[src/rtl/seven_segment_scanner.sv]
// Time-multiplexed driver for an N-digit common-anode 7-segment display.
// Scans digits with a blanking gap per slot; new values take effect only at frame boundaries.
module seven_segment_scanner #(
  parameter int NUM_DIGITS   = 4,
  parameter int REFRESH_DIV  = 1000,
  parameter int BLANK_CYCLES = 16
) (
  input  logic                          clk,
  input  logic                          reset,
  input  logic                          enable,
  input  logic                          load,
  input  logic [4*NUM_DIGITS-1:0]       value,
  input  logic [NUM_DIGITS-1:0]         dp_in,
  input  logic                          lzb_en,
  output logic [6:0]                    segment,
  output logic                          dp,
  output logic [NUM_DIGITS-1:0]         anode,
  output logic [$clog2(NUM_DIGITS)-1:0] digit_idx,
  output logic                          update_pending
);

  localparam int IW = $clog2(NUM_DIGITS);
  localparam int CW = $clog2(REFRESH_DIV);
  localparam logic [CW-1:0] BLANK_LAST = CW'(BLANK_CYCLES - 1);
  localparam logic [CW-1:0] SLOT_LAST  = CW'(REFRESH_DIV - 1);
  localparam logic [IW-1:0] IDX_LAST   = IW'(NUM_DIGITS - 1);

  typedef enum logic [1:0] {IDLE, BLANK, ON} state_t;

  state_t                  state_reg, state_next;
  logic [IW-1:0]           idx_reg, idx_next;
  logic [CW-1:0]           cnt_reg, cnt_next;
  logic [4*NUM_DIGITS-1:0] disp_val_reg, disp_val_next;
  logic [NUM_DIGITS-1:0]   disp_dp_reg, disp_dp_next;
  logic [4*NUM_DIGITS-1:0] pend_val_reg, pend_val_next;
  logic [NUM_DIGITS-1:0]   pend_dp_reg, pend_dp_next;
  logic                    pending_reg, pending_next;
  logic                    boundary;
  logic [6:0]              segment_next;
  logic                    dp_next;
  logic [NUM_DIGITS-1:0]   anode_next;
  logic [NUM_DIGITS-1:0]   zero_above;
  logic [3:0]              nib [NUM_DIGITS];

  function automatic logic [6:0] decode(input logic [3:0] h);
    case (h)
      4'h0: decode = 7'b1000000;
      4'h1: decode = 7'b1111001;
      4'h2: decode = 7'b0100100;
      4'h3: decode = 7'b0110000;
      4'h4: decode = 7'b0011001;
      4'h5: decode = 7'b0010010;
      4'h6: decode = 7'b0000010;
      4'h7: decode = 7'b1111000;
      4'h8: decode = 7'b0000000;
      4'h9: decode = 7'b0010000;
      4'hA: decode = 7'b0001000;
      4'hB: decode = 7'b0000011;
      4'hC: decode = 7'b1000110;
      4'hD: decode = 7'b0100001;
      4'hE: decode = 7'b0000110;
      default: decode = 7'b0001110;
    endcase
  endfunction

  // zero_above[i]: digit i and every higher digit of the next display value are zero
  generate
    for (genvar gi = 0; gi < NUM_DIGITS; gi++) begin : g_digit
      assign nib[gi]        = disp_val_next[4*gi +: 4];
      assign zero_above[gi] = (disp_val_next[4*NUM_DIGITS-1:4*gi] == '0);
    end
  endgenerate

  always_comb begin
    state_next    = state_reg;
    idx_next      = idx_reg;
    cnt_next      = cnt_reg;
    disp_val_next = disp_val_reg;
    disp_dp_next  = disp_dp_reg;
    pend_val_next = pend_val_reg;
    pend_dp_next  = pend_dp_reg;
    pending_next  = pending_reg;
    boundary      = 1'b0;

    if (!enable) begin
      state_next = IDLE;
      idx_next   = '0;
      cnt_next   = '0;
    end else begin
      case (state_reg)
        IDLE: begin
          state_next = BLANK;
          idx_next   = '0;
          cnt_next   = '0;
        end
        BLANK: begin
          cnt_next = cnt_reg + 1'b1;
          if (cnt_reg == BLANK_LAST) state_next = ON;
        end
        ON: begin
          if (cnt_reg == SLOT_LAST) begin
            cnt_next   = '0;
            state_next = BLANK;
            if (idx_reg == IDX_LAST) begin
              idx_next = '0;
              boundary = 1'b1;
            end else begin
              idx_next = idx_reg + 1'b1;
            end
          end else begin
            cnt_next = cnt_reg + 1'b1;
          end
        end
        default: state_next = IDLE;
      endcase
    end

    if (boundary && pending_reg) begin
      disp_val_next = pend_val_reg;
      disp_dp_next  = pend_dp_reg;
      pending_next  = 1'b0;
    end

    // A load while dark or on the boundary itself can never tear a frame, so it goes straight in
    if (load) begin
      if (state_reg == IDLE || boundary) begin
        disp_val_next = value;
        disp_dp_next  = dp_in;
        pending_next  = 1'b0;
      end else begin
        pend_val_next = value;
        pend_dp_next  = dp_in;
        pending_next  = 1'b1;
      end
    end
  end

  always_comb begin
    segment_next = 7'h7F;
    dp_next      = 1'b1;
    anode_next   = '1;
    if (state_next == ON) begin
      anode_next[idx_next] = 1'b0;
      dp_next              = ~disp_dp_next[idx_next];
      if (!(lzb_en && idx_next != '0 && zero_above[idx_next]))
        segment_next = decode(nib[idx_next]);
    end
  end

  always_ff @(posedge clk or negedge reset) begin
    if (!reset) begin
      state_reg      <= IDLE;
      idx_reg        <= '0;
      cnt_reg        <= '0;
      disp_val_reg   <= '0;
      disp_dp_reg    <= '0;
      pend_val_reg   <= '0;
      pend_dp_reg    <= '0;
      pending_reg    <= 1'b0;
      segment        <= 7'h7F;
      dp             <= 1'b1;
      anode          <= '1;
    end else begin
      state_reg      <= state_next;
      idx_reg        <= idx_next;
      cnt_reg        <= cnt_next;
      disp_val_reg   <= disp_val_next;
      disp_dp_reg    <= disp_dp_next;
      pend_val_reg   <= pend_val_next;
      pend_dp_reg    <= pend_dp_next;
      pending_reg    <= pending_next;
      segment        <= segment_next;
      dp             <= dp_next;
      anode          <= anode_next;
    end
  end

  assign digit_idx      = idx_reg;
  assign update_pending = pending_reg;

endmodule

[config.mk]
export PLATFORM = sky130hd
export DESIGN_NAME = seven_segment_scanner
export DESIGN_NICKNAME = d
export VERILOG_FILES = /design/src/rtl/seven_segment_scanner.sv
export SDC_FILE = /design/constraint.sdc
export NUM_CORES = 1
export LEC_CHECK = 0
export BUFFER_PORTS_ARGS = -buffer_cell sky130_fd_sc_hd__buf_2
export CAP_MARGIN = 20
export CORE_ASPECT_RATIO = 0.9
export CORE_MARGIN = 2
export CORE_UTILIZATION = 58
export DETAILED_ROUTE_END_ITERATION = 16
export PLACE_DENSITY = 0.89
export SLEW_MARGIN = 20
export SYNTH_ARGS = -nofsm -noshare
export SYNTH_HDL_FRONTEND = slang
export SYNTH_SLANG_ARGS = --single-unit
[constraint.sdc]
create_clock -name clk -period 5.1 [get_ports clk]
set_clock_uncertainty 0.2 [all_clocks]
set_input_delay 0.765 -clock clk [delete_from_list [all_inputs] [get_ports clk]]
set_output_delay 0.765 -clock clk [all_outputs]
set_load 0.01 [all_outputs]
; Word level (Yosys, flattened, before mapping)
; Memory sizes are Yosys's and may differ from the RTL's.
; Cells that the tools add are included.
[word_totals]
memories = 1
ff_bits = 67
input_bits = 25
romBits = 112
out_inout_bits = 15
elab_cells = 78
[op_classes]
reduce_logical = 13
n_eq_ne = 7
bitwise_logic = 4
add_sub_neg = 2
mux = 37
magnitude_cmp = 3
[mem_list]
columns = name, depth, word_bits, read_ports, rd_ports_with_merged_regs, wr, line
row1 = (name not given), 16, 7, 1, 0, 0, 46  ; case (h)
[op_table]
columns = operator, count
row1 = two-way mux 16 bit, 3
row2 = case mux 10 bit (3 select lines), 1
row3 = two-way mux 4 bit, 6
row4 = two-way mux 10 bit, 2
row5 = logical NOT 16 bit, 1
row6 = two-way mux 7 bit, 2
row7 = logical NOT 12 bit, 1
row8 = two-way mux 2 bit, 6
row9 = two-way mux 1 bit, 11
row10 = "adder 10 x 1 -> 10 bit, second input constant", 1
row11 = "== test 10 bit, second input constant", 1
row12 = "== test 10 x 4 -> 1 bit, second input constant", 1
row13 = binary-select mux 4 bit (select 2 bit), 1
row14 = logical NOT 8 bit, 1
row15 = "== test 2 bit, second input constant", 3
row16 = case mux 2 bit (3 select lines), 1
row17 = binary-select mux 1 bit (select 2 bit), 2
row18 = logical AND 1 bit, 4
row19 = logical NOT 4 bit, 1
row20 = "inequality test 4 x 1 -> 1 bit, second input constant", 1
row21 = NOT 4 bit, 1
row22 = case mux 2 bit (2 select lines), 1
row23 = nonzero test 2 bit, 2
row24 = "greater-or-equal comparator 3 bit, second input constant", 1
row25 = other kinds (10), 11

; Depth between registers and ports, before layout
[logic_depth]
ltp_word = 15
mapped_depth = 17
mapped_depth_nobuf = 13

; Worst setup path before layout
; OpenSTA, ideal clock, no wires.
[synth_path]
kind = input port to flip-flop
from = input enable
to = register segment[5]
setup_slack_ns = 1.285
setup_time_ns = 0.095
required_time_ns = 4.805
cell_stages = 15
n_path_buf = 4
t_arrival_ns = 3.519
path_cell_list = clkbuf_1 -> nand4_1 -> o41ai_4 -> buf_2 -> buf_2 -> buf_2 -> nand2_1 -> o21ai_0 -> mux2i_1 -> mux2i_1 -> inv_1 -> ha_1 -> mux2_1 -> nand2_1 -> o311ai_1
[synth_via]
elab_chain_len = 11
word_cells_on_any_way = 25
cone_classes = eq/ne (1) / mux (13) / bitwise (1) / reduce/logical (9) / memory (1)
[synth_rtl]
columns = item, line
row1 = start: declaration, 10  ; input logic enable,
row2 = two-way mux 1 bit (*), 85  ; if (!enable) begin
row3 = logical AND 1 bit, 118  ; if (boundary && pending_reg) begin
row4 = two-way mux 16 bit, 118
row5 = two-way mux 16 bit, 126  ; if (state_reg == IDLE || boundary) begin
row6 = two-way mux 16 bit (*), 125  ; if (load) begin
row7 = via disp_val_next[1], 33  ; logic [4*NUM_DIGITS-1:0] disp_val_reg, disp_val_next;
row8 = binary-select mux 4 bit (select 2 bit) / logical NOT 16 bit (equally long branches), "146, 70"
row9 = two-way mux 4 bit (implied by the code) / binary-select mux 1 bit (select 2 bit) (equally long branches), "146, 145"
row10 = two-way mux 4 bit (implied by the code) / two-way mux 1 bit (equally long branches), "146, 145"
row11 = memory (16 x 7 bit) / logical AND 1 bit (equally long branches), --
row12 = two-way mux 7 bit (*), 145  ; if (!(lzb_en && idx_next != '0 && zero_above[idx_next]))
row13 = two-way mux 7 bit (*), 142  ; if (state_next == ON) begin
row14 = via segment_next[5], 39  ; logic [6:0] segment_next;
row15 = end signal: assignment, 172  ; segment <= segment_next;
row16 = end: declaration, 15  ; output logic [6:0] segment,
; The timed path passes the listed nets; every way through them passes the cells marked *. The select of a mux whose other input is x is not followed.
; A chain may end at the register's enable or synchronous reset.

; Final worst setup path
[layout_path]
from = register cnt_reg[0]
to = register segment[6]
[layout_via]
elab_chain_len = 14
word_cells_on_any_way = 34
cone_classes = eq/ne (3) / mux (20) / bitwise (1) / reduce/logical (9) / memory (1)
[layout_rtl]
columns = item, line
row1 = start: declaration, 32  ; logic [CW-1:0] cnt_reg, cnt_next;
row2 = start signal: assignment, 166  ; cnt_reg <= cnt_next;
row3 = == test 10 bit (*), 101  ; if (cnt_reg == SLOT_LAST) begin
row4 = two-way mux 1 bit (*), 101
row5 = two-way mux 1 bit (*), 90  ; case (state_reg)
row6 = two-way mux 1 bit (*), 85
row7 = logical AND 1 bit, 118
row8 = two-way mux 16 bit, 118
row9 = two-way mux 16 bit, 126
row10 = two-way mux 16 bit (*), 125
row11 = via disp_val_next[12], 33
row12 = "binary-select mux 4 bit (select 2 bit), or another cell as far along", 146  ; segment_next = decode(nib[idx_next]);
row13 = two-way mux 4 bit (implied by the code) / binary-select mux 1 bit (select 2 bit) (equally long branches), "146, 145"
row14 = two-way mux 4 bit (implied by the code) / two-way mux 1 bit (equally long branches), "146, 145"
row15 = memory (16 x 7 bit) / logical AND 1 bit (equally long branches), --
row16 = two-way mux 7 bit (*), 145
row17 = two-way mux 7 bit (*), 142
row18 = via segment_next[6], 39
; Marks and branches as above.

==> results.sh <==
export IMPL_synth_edff_count=0
export IMPL_placed_area_sq_um=3714
export IMPL_leakage_nw=1.920
export IMPL_drt_wl_total_microns=7175
export IMPL_synth_top_cell_area_share=0.3973
export IMPL_criticalPathCategory="reg2reg"
export IMPL_area_delta_synth_final_pct=13.54
export IMPL_pre_cts_slack_ns=1.121
export IMPL_hpwl_microns=5117
export IMPL_synth_cell_types=52
export IMPL_portBuffers=39
export IMPL_final_layout_size_suffix_gt1_frac=0.2861
export IMPL_multiInputGateArea_sq_um=1660
export IMPL_slew_headroom=0.3915
export IMPL_clkTransAtPathRegs_ns=0.07
export IMPL_synthTopCellsByArea="dfrtp_1, dfstp_2, mux2i_1"
export IMPL_postCtsSetupRepairBufs=0
export IMPL_holdBufCountCts=0
export IMPL_synth_most_common_cell="dfrtp_1"
export IMPL_required_ns=5.15
export IMPL_seq_area_frac_synth=0.4883
export IMPL_status="finished clean"
export IMPL_drt_vias_per_instance=5.960
export IMPL_period_needed_ns=3.957
export IMPL_dp_cells=414
export IMPL_power_density_nw_per_um2=330.9
export IMPL_synth_ff_type="dfrtp_1"
export IMPL_fin_tns_setup_ns=0
export IMPL_rsz0062_at_grt="false"
export IMPL_wl_per_cell_microns=16.69
export IMPL_grt_pass1_wl_microns=12500
export IMPL_clk_path_buf_depth=2
export IMPL_ys_async_sr_fraction=1.000
export IMPL_stdcell_area_sq_um=3934
export IMPL_h_tree_depth=3
export IMPL_grt_max_degree=53
export IMPL_start_util=0.6051
export IMPL_io_pin_count=40
export IMPL_finalSetupViolations=0
export IMPL_min_path_type="in2async"
export IMPL_post_route_drc_count=0
export IMPL_cp_max_fo=20
export IMPL_die_w_microns=85.47
export IMPL_antenna_cells=0
export IMPL_crit_path_end_kind="flip-flop"
export IMPL_reg2reg_from="cnt_reg[0]"
export IMPL_fp_coreArea_sq_um=5725
export IMPL_slew_violations=0
export IMPL_r2r_cells=12
export IMPL_ys_ff_latch=67
export IMPL_worstPathArrival_ns=4.00
export IMPL_synth_area_sq_um=3465
export IMPL_syn_area_per_cell_sq_um=11.03
export IMPL_fin_nets=391
export IMPL_dieArea_sq_um=6609
export IMPL_cts_root_buf="clkbuf_8"
export IMPL_yosys_warnings=0
export IMPL_die_h_microns=77.32
export IMPL_vias=2563
export IMPL_cts_tree="yes"
export IMPL_startpoint_type="flip-flop"
export IMPL_seq_area_sq_um=1692
export IMPL_antenna_found_initial=0
export IMPL_groute_usage_overall=0.2430
export IMPL_maxCapViolCount=0
export IMPL_rows=26
export IMPL_cts_resized=0
export IMPL_yosys_area_top_type="dfrtp_1"
export IMPL_hold_worst_slack_ns=0.1251
export IMPL_cts_buffers=9
export IMPL_fin_crit_sh=0.7760
export IMPL_gp_congestion=0.9253
export IMPL_cts_sinks=67
export IMPL_hold_viol_final=0
export IMPL_antenna_left=0
export IMPL_first_pass_iters=4
export IMPL_tightest_slew_ns=0.9106
export IMPL_gr_total_overflow=0
export IMPL_finalWorstSetupSlack_ns=1.143
export IMPL_r2r_setup_slack_ns=1.14
export IMPL_r2r_end="segment[6]"
export IMPL_synth_common_cells="dfrtp_1, nand2_1, mux2i_1"
export IMPL_max_clock_freq_ghz=0.2527
export IMPL_final_cells=430
export IMPL_drt_iter0_drc=161
export IMPL_fill_cells=432
export IMPL_peakVddDrop_mv=0.2877
export IMPL_synth_nets=350
export IMPL_grt_pass1_vias=2688
export IMPL_synth_cells=314
export IMPL_insertion_delay_ns=0.35
-- layout make-up --
type,instances,share of cell area
Clock buffer,12,0.03690
Clock inverter,4,0.01908
Inverter,13,0.01240
Multi-Input combinational cell,221,0.4221
Sequential cell,67,0.4300
Tap cell,70,0.02226
Timing Repair Buffer,43,0.05725
-- layer usage --
layer | track usage | part of all wire | up-vias
li1 | - | - | 1220
met1 | 0.3171 | 0.44 | 1258
met2 | 0.3773 | 0.49 | 73
met3 | 0.08181 | 0.061 | 12
met4 | 0.09048 | 0.013 | 0
met5 | 0 | 0 | -
-- cell usage in the layout, fill, tap and decap left out, drive strengths merged, types with 2 or more instances in the layout --
cell type	Yosys	routed
dfrtp	55	55
buf	7	43
nand2	41	41
mux2i	28	28
mux2	23	23
o21ai	22	22
nor2	20	20
dfstp	12	12
clkbuf	6	12
inv	12	12
ha	11	11
nand3	6	6
a21oi	5	5
nor4	5	5
and3	5	5
and2	4	4
nand4	4	4
o21a	4	4
nor3	3	3
mux4	3	3
o311ai	3	3
o31ai	3	3
xnor2	3	3
a211oi	3	3
nor3b	2	2
a211o	2	2
o211ai	2	2
o221ai	2	2
a21o	2	2
clkinvlp	0	2
bufinv	0	2
o41ai	2	2
or4	2	2
-- metrics by stage --
step	utilization	total power [mW]
3_3_place_gp	0.6486	0.8094
3_5_place_dp	0.6486	0.8239
5_1_grt	0.6871	1.366
4_1_cts	0.6871	1.313
6_report	0.6871	1.302
2_1_floorplan	-	0.7593
-- critical path, cell delays in order (launching register included) --
cell	delay, ns
dfrtp_1	0.40
ha_1	0.28
nand4b_4	0.18
or4_4	0.75
mux2i_1	0.18
o21ai_0	0.36
mux2i_1	0.14
mux2i_1	0.47
inv_1	0.16
ha_1	0.26
mux2_1	0.30
nand2_1	0.07
o311ai_1	0.10
-- worst max-delay path by stage --
stage                           from          to  slack [ns]
after CTS                 cnt_reg[0]  segment[6]        1.18
after detailed placement      enable  segment[6]        1.12
final                     cnt_reg[0]  segment[6]        1.14
after global routing      cnt_reg[0]  segment[6]        0.81
after global placement        enable  segment[6]        1.33
after floorplan               enable  segment[5]        1.29
-- report_power, final --
group	leakage (nW)	internal, mW	switching (mW)
sequential	0.810	0.590	0.0287
combinational	1.01	0.0881	0.110
clock	0.103	0.289	0.195
-- cell families (layout without fill, tap and decap cells) --
group,after synthesis,after routing,share of synthesized area
and+or+nand+nor,95,95,0.1369
DFF,67,67,0.4883
AOI/OAI and AO/OA,57,57,0.1159
muxes,54,54,0.1752
xor gates and xnor gates,4,4,0.01011
buffers and inverters,26,72,0.03394
adders and majority gates,11,11,0.03972
No activity file was read; power rests on OpenSTA's default activity.
